## config.mk

```make
export PLATFORM = sky130hd
export DESIGN_NAME = vga_timing_gen_flat
export DESIGN_NICKNAME = d
export VERILOG_FILES = /design/src/rtl/vga_timing_if.sv /design/src/rtl/vga_timing_gen.sv /design/src/flat_wrapper.sv
export SDC_FILE = /design/constraint.sdc
export NUM_CORES = 1
export LEC_CHECK = 0
export ABC_AREA = 1
export CAP_MARGIN = 20
export CORE_UTILIZATION = 45
export DETAILED_ROUTE_END_ITERATION = 6
export PLACE_DENSITY_LB_ADDON = 0.25
export SLEW_MARGIN = 20
export SYNTH_ARGS = -nofsm -noshare
export SYNTH_HDL_FRONTEND = slang
export SYNTH_SLANG_ARGS = --single-unit
```

## constraint.sdc

```tcl
create_clock -name clock -period 1.95 [get_ports clock]
set_input_delay 0.39 -clock clock [delete_from_list [all_inputs] [get_ports clock]]
set_output_delay 0.39 -clock clock [all_outputs]
set_load 0.005 [all_outputs]
```

## src/rtl/vga_timing_if.sv

```systemverilog
// vga_timing_if: VGA timing bus from the timing generator to the pixel pipeline.
// Signals:
//   horiz_sync, vert_sync  sync pulses (polarity set by the generator)
//   video_on               current pixel lies in the visible region
//   pixel_column/row       current horizontal/vertical count
//   frame_start            one-clock pulse when the count enters (0,0)
// Modports: master = generator side, slave = consumer side.
interface vga_timing_if;
  localparam int unsigned CNT_W = 10;

  logic             horiz_sync;
  logic             vert_sync;
  logic             video_on;
  logic [CNT_W-1:0] pixel_column;
  logic [CNT_W-1:0] pixel_row;
  logic             frame_start;

  modport master (
    output horiz_sync, vert_sync, video_on, pixel_column, pixel_row, frame_start
  );

  modport slave (
    input horiz_sync, vert_sync, video_on, pixel_column, pixel_row, frame_start
  );
endinterface

```

## src/rtl/vga_timing_gen.sv

```systemverilog
// vga_timing_gen: VGA raster timing (sync, video_on, pixel coordinates).
// Ports:
//   clock   system clock
//   reset   synchronous, active-high reset
//   pix_en  pixel-rate enable; the raster advances one pixel per enabled edge
//   vga     timing bus (master side), all signals registered
// Reset parks the count on the last pixel of a frame so the first enabled
// edge afterwards lands on (0,0) and produces a complete first frame.
module vga_timing_gen #(
  parameter int unsigned H_VISIBLE = 640,
  parameter int unsigned H_FRONT   = 16,
  parameter int unsigned H_SYNC    = 96,
  parameter int unsigned H_BACK    = 48,
  parameter int unsigned V_VISIBLE = 480,
  parameter int unsigned V_FRONT   = 10,
  parameter int unsigned V_SYNC    = 2,
  parameter int unsigned V_BACK    = 33,
  parameter bit          SYNC_POL  = 1'b0
) (
  input  logic         clock,
  input  logic         reset,
  input  logic         pix_en,
  vga_timing_if.master vga
);

  localparam int unsigned CNT_W   = 10;
  // One extra bit so region bounds equal to 1024 still compare correctly.
  localparam int unsigned CMP_W   = CNT_W + 1;
  localparam int unsigned H_TOTAL = H_VISIBLE + H_FRONT + H_SYNC + H_BACK;
  localparam int unsigned V_TOTAL = V_VISIBLE + V_FRONT + V_SYNC + V_BACK;

  localparam logic [CNT_W-1:0] H_LAST = CNT_W'(H_TOTAL - 1);
  localparam logic [CNT_W-1:0] V_LAST = CNT_W'(V_TOTAL - 1);

  localparam logic [CMP_W-1:0] H_VIS_END  = CMP_W'(H_VISIBLE);
  localparam logic [CMP_W-1:0] H_SYNC_BEG = CMP_W'(H_VISIBLE + H_FRONT);
  localparam logic [CMP_W-1:0] H_SYNC_END = CMP_W'(H_VISIBLE + H_FRONT + H_SYNC);
  localparam logic [CMP_W-1:0] V_VIS_END  = CMP_W'(V_VISIBLE);
  localparam logic [CMP_W-1:0] V_SYNC_BEG = CMP_W'(V_VISIBLE + V_FRONT);
  localparam logic [CMP_W-1:0] V_SYNC_END = CMP_W'(V_VISIBLE + V_FRONT + V_SYNC);

  logic             col_wrap;
  logic             row_wrap;
  logic [CNT_W-1:0] col_next;
  logic [CNT_W-1:0] row_next;
  logic [CMP_W-1:0] col_cmp;
  logic [CMP_W-1:0] row_cmp;
  logic             video_on_next;
  logic             hsync_next;
  logic             vsync_next;

  // Next raster position and the qualifiers decoded from it, so the
  // registered outputs carry zero skew relative to the coordinates.
  always_comb begin
    col_wrap = !(vga.pixel_column < H_LAST);
    row_wrap = !(vga.pixel_row < V_LAST);
    col_next = col_wrap ? '0 : vga.pixel_column + CNT_W'(1);
    row_next = vga.pixel_row;
    if (col_wrap) begin
      row_next = row_wrap ? '0 : vga.pixel_row + CNT_W'(1);
    end

    col_cmp       = {1'b0, col_next};
    row_cmp       = {1'b0, row_next};
    video_on_next = (col_cmp < H_VIS_END) && (row_cmp < V_VIS_END);
    hsync_next    = ((col_cmp >= H_SYNC_BEG) && (col_cmp < H_SYNC_END)) ? SYNC_POL : ~SYNC_POL;
    // Row only moves on a column wrap, so vert_sync is inherently line-aligned.
    vsync_next    = ((row_cmp >= V_SYNC_BEG) && (row_cmp < V_SYNC_END)) ? SYNC_POL : ~SYNC_POL;
  end

  // Output registers; frame_start is a single-clock pulse and self-clears.
  always_ff @(posedge clock) begin
    if (reset) begin
      vga.pixel_column <= H_LAST;
      vga.pixel_row    <= V_LAST;
      vga.video_on     <= 1'b0;
      vga.horiz_sync   <= ~SYNC_POL;
      vga.vert_sync    <= ~SYNC_POL;
      vga.frame_start  <= 1'b0;
    end else if (pix_en) begin
      vga.pixel_column <= col_next;
      vga.pixel_row    <= row_next;
      vga.video_on     <= video_on_next;
      vga.horiz_sync   <= hsync_next;
      vga.vert_sync    <= vsync_next;
      vga.frame_start  <= col_wrap && row_wrap;
    end else begin
      vga.frame_start  <= 1'b0;
    end
  end

endmodule

```

## src/flat_wrapper.sv

```systemverilog
// flat-port wrapper written by rule: the top's interface ports become plain ports
module vga_timing_gen_flat 
#(
  parameter int unsigned H_VISIBLE = 640,
  parameter int unsigned H_FRONT   = 16,
  parameter int unsigned H_SYNC    = 96,
  parameter int unsigned H_BACK    = 48,
  parameter int unsigned V_VISIBLE = 480,
  parameter int unsigned V_FRONT   = 10,
  parameter int unsigned V_SYNC    = 2,
  parameter int unsigned V_BACK    = 33,
  parameter bit          SYNC_POL  = 1'b0
)
  (clock, reset, pix_en, vga_horiz_sync, vga_vert_sync, vga_video_on, vga_pixel_column, vga_pixel_row, vga_frame_start);
  vga_timing_if vga_i ();
  input  logic clock;
  input  logic reset;
  input  logic pix_en;
  output wire logic [$bits(vga_i.horiz_sync)-1:0] vga_horiz_sync;
  output wire logic [$bits(vga_i.vert_sync)-1:0] vga_vert_sync;
  output wire logic [$bits(vga_i.video_on)-1:0] vga_video_on;
  output wire logic [$bits(vga_i.pixel_column)-1:0] vga_pixel_column;
  output wire logic [$bits(vga_i.pixel_row)-1:0] vga_pixel_row;
  output wire logic [$bits(vga_i.frame_start)-1:0] vga_frame_start;
  assign vga_horiz_sync = vga_i.horiz_sync;
  assign vga_vert_sync = vga_i.vert_sync;
  assign vga_video_on = vga_i.video_on;
  assign vga_pixel_column = vga_i.pixel_column;
  assign vga_pixel_row = vga_i.pixel_row;
  assign vga_frame_start = vga_i.frame_start;
  vga_timing_gen #(.H_VISIBLE(H_VISIBLE), .H_FRONT(H_FRONT), .H_SYNC(H_SYNC), .H_BACK(H_BACK), .V_VISIBLE(V_VISIBLE), .V_FRONT(V_FRONT), .V_SYNC(V_SYNC), .V_BACK(V_BACK), .SYNC_POL(SYNC_POL)) u_core (.clock(clock), .reset(reset), .pix_en(pix_en), .vga(vga_i));
endmodule
```

==> results by group <==
Global routing
  • Vias in the first global route: roughly 1200
  • First-pass GRT wire length: approximately 5.5 mm
  • GRT Util Overall: between 20 and 25%
  • Grt total ovfl: 0
  • Largest net degree at the start of global routing: 18
  • Initial antenna violation count: 0

Clock network
  • Clock slew at reported path FFs: approximately 150 ps
  • # clock sinks: 24
  • Clock buffer depth: 2
  • CTS tree: done
  • Worst-Skew Late Latency: roughly 330 ps
  • Root Driver: clkbuf_4
  • H-tree depth: 1
  • CTS Hold Bufs: 0
  • Num CTS Buffers: 3

Floorplan
  • Chip width: around 60 µm
  • Die height: ~60 µm
  • Io pins: 27
  • # rows: 20
  • Core box area: 0.00313 mm²
  • Die ar.: 0.00360 mm²
  • Initial core utilization: between 40% and 50%

STA
  • # setup viols final: 0
  • Achievable Freq: roughly 540 MHz
  • Slew HR: 76.8%
  • Tmin final: ~1800 ps
  • Max-slew violations: 0
  • Final Skew: between 10 and 15 ps
  • Final Cycle Share: between 90% and 100%
  • RSZ-0062 raised after global routing: no
  • Final setup TNS: 0 ps
  • Final Hold Vio Count: 0
  • Worst-Margin Slew: ~350 ps

Place
  • Gpl congestion: between 0.8 and 0.9
  • Placed cell areas: ~0.0018 mm²
  • Hpwl dp: about 2.6 mm
  • PortBufs: 26

Setup path
  • Worst path bufs/invs: 1
  • Top Family by Delay on Critical Path: buffers and inverters
  • Worst Setup Path Type: flop to output port
  • Cell chain of the critical path: clkdlybuf4s50_1
  • Critical-path top delay cell: clkdlybuf4s50_1
  • Crit path capture type: output port
  • CP arrival: between 1000 and 1500 ps
  • CP Max Fanout: 9
  • Req. time, crit path: 1560 ps
  • CP startpoint kind: flop
  • Crit path largest cell delay: a little under 600 ps

Layout
  • Final layout net count: between 200 and 300
  • Final core occ: around three fifths
  • Final instance area: approximately 0.0019 mm²
  • Commonest non-fill, non-tap cell in the layout: nand2_1
  • P&R area growth vs syn: 25.8%
  • Ant diodes: 0
  • Commonest non-fill, non-tap cells in the layout: nand2_1, clkdlybuf4s50_1, inv_1
  • Share of layout cells above drive strength 1: ~12%

Pwr
  • P_leak: slightly below 0.9 nW
  • Cell Pwr Density: between 700 and 800 mW/mm²
  • VDD IR max: roughly 0.39 mV

Synth
  • Ys Warns: 0
  • Post-Synthesis Net Count: ~240
  • Mapped cell area: approximately 0.0015 mm²
  • FF+latch count, synth: 24
  • Seq/Total Area, Yosys: about a third
  • Post-synthesis cell count: roughly 240
  • Post-synth cell types: 31
  • Avg Inst Size Synth: 6.38 µm²

Status
  • Status: finished, final reports clean

Run
  • Max-cap violations: 0

Drt
  • Routed via count: 1567
  • Routed length per instance: 11.7 µm
  • DR pass1 iterations: 4
  • Initial DRC count: 63
  • Drt total wl: ~3.6 mm
  • # DRC: 0
  • Antenna Nets Post-Route: 0
  • Via-to-Cell Ratio: 5.02

Worst hold path
  • HP Class: flop to flop
## per-stage QoR
stage	cells	power [mW]	worst slack (ps)	hold slack (ps)
finish	312	1.41	101	488
global route	312	1.50	0.263	496
CTS	312	1.41	98.6	489
detailed placement	305	1.10	14.8	463
global placement	305	1.10	134	459
floorplan	237	0.943	333	462
## area by class of cell
class,count,area (µm²)
fillers,310,1220
multi-input cells,177,881
flip-flops and latches,24,482
repair buffers,36,348
inverters,27,101
well taps,44,55.1
clock buffers,4,36.3
## power breakdown
group	internal (mW)	leakage, nW	switching (mW)
Combinational	0.245	0.648	0.296
Clock	0.114	0.0210	0.160
Sequential	0.538	0.198	0.0597
## cells by family (layout without fill, tap and decap cells)
kind of cell | after synthesis | in the layout | share of synthesized area, %
AOI/OAI and AO/OA | 43 | 43 | 16.0
buffers and inverters | 36 | 67 | 10.5
and+or+nand+nor | 130 | 130 | 38.9
adders and majority gates | 2 | 2 | 1.65
DFF | 24 | 24 | 31.8
xor gates and xnor gates | 2 | 2 | 1.16
## path summary, 6_finish.rpt
kind | startpoint | slack [ps] | to | cells after the start
setup / recovery | u_core.vga.pixel_row[5] | 100 | vga_pixel_row[5] | 1
hold / removal | u_core.vga.video_on | 490 | u_core.vga.video_on | 2
setup reg to reg | u_core.vga.pixel_column[0] | 130 | u_core.vga.vert_sync | 13
hold reg to reg | u_core.vga.video_on | 490 | u_core.vga.video_on | 2
## cell usage after synthesis
cell       n  area [µm²]
nand3_1   19        95.1
nand4_1    5        31.3
clkinv_1   1        3.75
a21oi_1   20         100
a31o_2     1        8.76
o21bai_1   1        7.51
xnor2_1    1        8.76
inv_1     25        93.8
nor2b_1    1        6.26
nand3b_1   2        15.0
xor2_1     1        8.76
o21ai_0   13        65.1
a21oi_2    1        8.76
o31ai_1    1        7.51
o21a_1     1        7.51
nand3_2    2        20.0
nand2_1   72         270
nor2_4     3        33.8
dfxtp_1   24         480
nor3_1     1        5.00
nor2_1    18        67.6
clkbuf_1   5        18.8
inv_2      1        3.75
ha_1       2        25.0
buf_6      3        33.8
nor2_2     2        12.5
buf_2      1        5.00
a211oi_1   1        7.51
o211ai_1   3        22.5
nand2_2    5        31.3
a21boi_0   1        7.51
## layer usage
| layer | GRT usage (%) | up-vias | share of wire [%] |
|---|---|---|---|
| met5 | 0 | - | 0 |
| met3 | 2.38 | 8 | 4.5 |
| met2 | 31.4 | 43 | 44 |
| li1 | - | 834 | - |
| met1 | 28.4 | 682 | 50 |
| met4 | 7.64 | 0 | 1.8 |
## flip-flops by register name, summed over array words and instances (netlist names)
| signal | count |
|---|---|
| u_core.vga.pixel_column | 10 |
| u_core.vga.horiz_sync | 1 |
| u_core.vga.video_on | 1 |
| u_core.vga.vert_sync | 1 |
| u_core.vga.frame_start | 1 |
| u_core.vga.pixel_row | 10 |
## timing repair
| action | 4_1_cts | 5_1_grt |
|---|---|---|
| resized for setup | 0 | 3 |
| setup buffers | 3 | 0 |
| setup endpoints to repair | 1 | 2 |
| pin swaps | 1 | 0 |
No activity file was read; power rests on OpenSTA's default activity.
==> patch 1, RTL diff (config.mk and constraints unchanged) <==
`CNT_W` is set to 10 in 2 places; all go to 20.
--- a/src/rtl/vga_timing_if.sv
+++ b/src/rtl/vga_timing_if.sv
@@ -6,7 +6,7 @@
 //   frame_start            one-clock pulse when the count enters (0,0)
 // Modports: master = generator side, slave = consumer side.
 interface vga_timing_if;
-  localparam int unsigned CNT_W = 10;
+  localparam int unsigned CNT_W = 20;
 
   logic             horiz_sync;
   logic             vert_sync;
--- a/src/rtl/vga_timing_gen.sv
+++ b/src/rtl/vga_timing_gen.sv
@@ -23,7 +23,7 @@
   vga_timing_if.master vga
 );
 
-  localparam int unsigned CNT_W   = 10;
+  localparam int unsigned CNT_W   = 20;
   // One extra bit so region bounds equal to 1024 still compare correctly.
   localparam int unsigned CMP_W   = CNT_W + 1;
   localparam int unsigned H_TOTAL = H_VISIBLE + H_FRONT + H_SYNC + H_BACK;
Ports: changed (resized vga_pixel_column and vga_pixel_row); port bits go from 27 to 47. The function was not compared with the original's and may differ.
==> patch 1 against the unedited design <==
Wire length up 100%; synthesized cell count up 67%; sequential cell count grew 20; sequential share of layout area fell by 1.5 points; worst hold slack lost 0.030 ns; design area increased by 96%; count of clock-buffer cells in the layout increased by 1; largest power group unchanged; total power increased by 77%; setup slack worse by 0.066 ns; synthesized area up 71%; non-clock buffer count up 59.
==> patch 1: results (changes against the unedited design) <==
worst_slew_pin_slew_ns: 0.291  # -0.0569 ns
rrSetupSlack_ns: 0.03  # -0.10 ns
worstReg2RegEnd: "u_core.vga.vert_sync$_SDFFE_PP1P_"
wl_per_cell_um: 13.2  # +13%
period_share_pct: 98.2  # +3.4 points
min_to: "u_core.vga.pixel_column[16]$_SDFFE_PP0P_"
min_path_type: "reg -> reg"
hold_slack_ns: 0.458  # -0.0298 ns
synth_common_cells: "nand2_1 (90), nor2_1 (58), inv_1 (51)"
yosysWarnings: 0  # unchanged
reg2reg_depth: 18  # +5
track_usage_pct: 25.1  # +4.9 points
dp.final_hpwl_mm: 5.16  # +96%
clk_pin_slew_worst_paths_ns: 0.09  # -0.06 ns
cts_max_level: 2  # +1
crit_fanout: 6  # -3
placed_area_um2: 3390  # +86%
first_pass_iters: 5  # +1
grt_pass1_wl_mm: 12.2  # +120%
dp_slack_ns: -0.0665  # -0.0813 ns
cts_buffers: 5  # +2
min_from: "u_core.vga.pixel_column[16]$_SDFFE_PP0P_"
synthTopCellsByArea: "dfxtp_1 (34%), nand2_1 (13%), nor2_1 (8.4%)"
rr_startpoint: "u_core.vga.pixel_column[1]$_SDFFE_PP1P_"
diodes: 0  # unchanged
crit_arrival_ns: 2.11  # +0.65 ns
drtIter0Drc: 181  # +190%
insertion_delay_ns: 0.30  # -0.03 ns
layout-drive-gt1-share_pct: 21.8  # +10 points
cts_root_buf: "clkbuf_8"
route.detailed.drc: 0  # unchanged
num_rows: 27  # +35%
vias_per_cell: 5.14  # +2.4%
peakVddDrop_v: 0.000425  # +10%
syn_area_per_cell_um2: 6.54  # +2.4%
outcome: "complete, no violations"
clock-skew-final_ns: 0.00887  # -0.00532 ns
layout.nets: 490  # +79%
place_inst: 541  # +77%
yosysSeqAreaShare_pct: 34.0  # +2.3 points
place_congestion: 0.916  # +7.2%
leakagePower_uw: 0.00172  # +99%
largestRegisters: "u_core.vga.pixel_column x20, u_core.vga.pixel_row x20"
ys_types: 32  # +3.2%
grt_max_degree: 23  # +5
ys_async_sr_fraction_pct: 0  # unchanged
grt_pass1_vias: 2691  # +120%
p_int_uw: 1690  # +89%
num_vias: 2870  # +83%
io_buffer_count: 46  # +77%
-- patch 1: changes by cell type in the layout (fill, tap and decap cells not counted), sizes merged, moves of 4 or more --
cell	change
o21ai	+4
inv	+32
nand2	+25
xor2	+4
dfxtp	+20
a21oi	-5
clkdlybuf4s50	+20
buf	+39
nor3	+6
nor2	+41
nand3	+20
o211ai	+11
-- patch 1: worst max-delay path, stage by stage (launching register included) --
cell and delay, ns:
dfxtp_2 0.36, ha_4 0.15, nand2_4 0.05, clkinv_4 0.05
nand2_4 0.05, nand2_4 0.07, nand2_8 0.06, nand2_8 0.12
buf_12 0.13, nand3_4 0.07, buf_4 0.14, nand2_1 0.08
nand2_1 0.06, nor2_1 0.09, nand3_1 0.07, nor2_1 0.08
nand3_1 0.06, nand2_1 0.06, nand2_1 0.04
-- patch 1: how the worst max path moves through the flow --
stage,start,end,depth (start not counted)
after floorplan,u_core.vga.pixel_column[0]$_SDFFE_PP1P_,u_core.vga.vert_sync$_SDFFE_PP1P_,18
after global placement,u_core.vga.pixel_column[0]$_SDFFE_PP1P_,u_core.vga.video_on$_SDFFE_PP0P_,15
after detailed placement,u_core.vga.pixel_column[0]$_SDFFE_PP1P_,u_core.vga.video_on$_SDFFE_PP0P_,15
after CTS,u_core.vga.pixel_column[0]$_SDFFE_PP1P_,u_core.vga.vert_sync$_SDFFE_PP1P_,18
after global routing,u_core.vga.pixel_column[0]$_SDFFE_PP1P_,u_core.vga.video_on$_SDFFE_PP0P_,12
final,u_core.vga.pixel_column[1]$_SDFFE_PP1P_,u_core.vga.vert_sync$_SDFFE_PP1P_,18
-- patch 1: power by group through the flow --
stage / Clock [µW] / Sequential, µW / Combinational, µW
after floorplan: 0 / 1000 / 377
after global placement: 0 / 993 / 641
after detailed placement: 0 / 995 / 650
after CTS: 747 / 977 / 758
after global routing: 775 / 985 / 859
final: 722 / 980 / 792
-- patch 1: cells by family after synthesis --
logic type,share of synthesized area (%)
compound gates,12.2
xor+xnor,1.69
fa+ha+maj,0.966
buf+inv,12.0
flops,34.0
simple gates,39.1
-- patch 1: metal layers --
| metal | vias up | part of all wire (%) | GRT usage, % |
|---|---|---|---|
| met3 | 9 | 4.5 | 4.94 |
| met1 | 1334 | 45 | 30.9 |
| met5 | - | 0 | 0 |
| li1 | 1438 | - | - |
| met2 | 89 | 50 | 44.0 |
| met4 | 0 | 1.2 | 7.17 |
-- patch 1: timing repair --
action	in CTS	in global routing
pin swaps	10	13
cloned	3	0
setup buffers	4	2
endpoints found under the setup margin	2	3
resized for setup	14	18
-- patch 1: layout make-up --
class	count	area [µm²]
Fill cell	511	1810
Multi-Input combinational cell	280	1520
Timing Repair Buffer	95	893
Sequential cell	44	886
Inverter	59	226
Tap cell	72	90.1
Clock buffer	5	68.8
Clock inverter	3	46.3
==> patch 2, RTL diff (same settings) <==
Made on the original files. Register the input `pix_en` before use, with the module's reset. The logic sees it one clock later. The other inputs are not delayed to match.
--- a/src/rtl/vga_timing_gen.sv
+++ b/src/rtl/vga_timing_gen.sv
@@ -39,6 +39,16 @@
   localparam logic [CMP_W-1:0] V_SYNC_BEG = CMP_W'(V_VISIBLE + V_FRONT);
   localparam logic [CMP_W-1:0] V_SYNC_END = CMP_W'(V_VISIBLE + V_FRONT + V_SYNC);
 
+  logic pix_en_q;
+
+  always_ff @(posedge clock) begin
+    if (reset) begin
+      pix_en_q <= '0;
+    end else begin
+      pix_en_q <= pix_en;
+    end
+  end
+
   logic             col_wrap;
   logic             row_wrap;
   logic [CNT_W-1:0] col_next;
@@ -77,7 +87,7 @@
       vga.horiz_sync   <= ~SYNC_POL;
       vga.vert_sync    <= ~SYNC_POL;
       vga.frame_start  <= 1'b0;
-    end else if (pix_en) begin
+    end else if (pix_en_q) begin
       vga.pixel_column <= col_next;
       vga.pixel_row    <= row_next;
       vga.video_on     <= video_on_next;
Check against the original RTL: not equivalent (Yosys sat finds a counterexample within 4 cycles, from zero or initial values and one cycle with reset high).
==> patch 2 against the unedited design <==
Sequential share of layout area decreased by 0.19 points; design area increased by 5.7%; synthesized area increased by 3.1%; total power increased by 2.2%; setup slack improved by 0.013 ns; first-iteration DRC count increased by 44%; final cell count increased by 4.2%; wire length increased by 12%; fmax increased by 0.70%; worst hold slack improved by 0.0033 ns; sequential cell count increased by 1; combinational power increased by 13%; critical path type is now reg -> reg; critical endpoint is now u_core.vga.vert_sync$_SDFFE_PP1P_; largest power group is now combinational cells.
==> patch 2: results (changes against the unedited design) <==
yosys_register_bits: 25  # +4.2%
crit_fanout: 7  # -2
clk_pin_slew_worst_paths_ns: 0.15  # about the same
use_met1_pct: 29.7  # +1.3 points
num-nonclk-inverters: 24  # -11%
placed_area_um2: 1880  # +3.2%
wl_per_cell_um: 12.6  # +7.8%
min_to: "u_core.vga.video_on$_SDFFE_PP0P_"
synth-xor-area-share_pct: 1.12  # -0.034 points
powerDensity_nw_per_um2: 718  # -3.3%
clk_path_buf_depth: 2  # unchanged
multi_input_cells: 185  # +4.5%
seq_area_share_pct: 25.1  # -0.19 points
layout-drive-gt1-share_pct: 15.1  # +3.5 points
nFillCells: 325  # +4.8%
clkCellAreaFrac_pct: 1.37  # -0.54 points
wl_met1_mm: 1.96  # +9.1%
startpoint: "u_core.vga.pixel_column[1]$_SDFFE_PP1P_"
synthTopCellsByArea: "dfxtp_1 (32%), nand2_1 (19%), a21oi_1 (6.1%)"
cts_setup_buffers: 0  # -3
multi_input_area_um2: 942  # +7.0%
peakVddDrop_v: 0.000409  # +5.8%
route.met2.wl_mm: 1.91  # +19%
antenna_found_initial: 0  # unchanged
wl_met3_um: 169  # +2.4%
ctsResizeCount: 1  # +1
synthCells: 242  # +2.1%
layout.nets: 285  # +4.0%
num-clock-buffers: 3  # -1
grt_pass1_wl_mm: 6.31  # +14%
yosysSeqAreaShare_pct: 32.1  # +0.34 points
n_all_buffers: 41  # +14%
synth_nets: 247  # +2.1%
use_met3_pct: 1.92  # -0.46 points
endpoint: "u_core.vga.vert_sync$_SDFFE_PP1P_"
buffer_area_share_pct: 19.3  # +1.1 points
use_met2_pct: 40.2  # +8.8 points
synth_compound_gate_area_share_pct: 16.9  # +0.89 points
outcome: "complete, no violations"
clock-skew-final_ns: 0.0170  # +0.00279 ns
place_congestion: 0.829  # -3.1%
cts_root_buf: "clkbuf_4"
rrSetupSlack_ns: 0.11  # -0.02 ns
crit_arrival_ns: 2.08  # +0.62 ns
track_usage_pct: 22.6  # +2.4 points
place_inst: 314  # +3.0%
die_w_um: 60.9  # +1.5%
p_clk_uw: 236  # -14%
synthAdderAreaFrac_pct: 1.61  # -0.049 points
grt_pass1_vias: 1458  # +19%
grt_max_degree: 22  # +4
p_seq_share_pct: 41.2  # -1.1 points
drtIter0Drc: 91  # +44%
leakagePower_uw: 0.000889  # +2.5%
## patch 2: cell types whose count changed in the layout (fill, tap and decap cells not counted), moves of 3 or more
cell / before / now
buf_4: 9 / 13
nand2_1: 72 / 76
nand3_1: 19 / 16
nor2_1: 18 / 21
## patch 2: worst max-delay path, stage by stage (launching register included)
cell and delay (ns):
dfxtp_4 0.39, ha_2 0.19, nand2_2 0.13, nor2_8 0.07, buf_4 0.15, o21ai_4 0.18
buf_12 0.14, nand2_1 0.05, o21ai_1 0.10, nand2_1 0.09, nor2_2 0.12, nand2_1 0.05
nand2_1 0.05, nand2_1 0.04
## patch 2: through the flow
stage | hold WS (ns) | utilization, % | setup slack, ns
after global routing | 0.514 | 60.3 | 0.000573
after global placement | 0.462 | 56.4 | 0.0489
after CTS | 0.490 | 57.4 | 0.117
after detailed placement | 0.463 | 56.4 | -0.0155
final | 0.491 | 60.3 | 0.113
after floorplan | 0.465 | - | 0.260
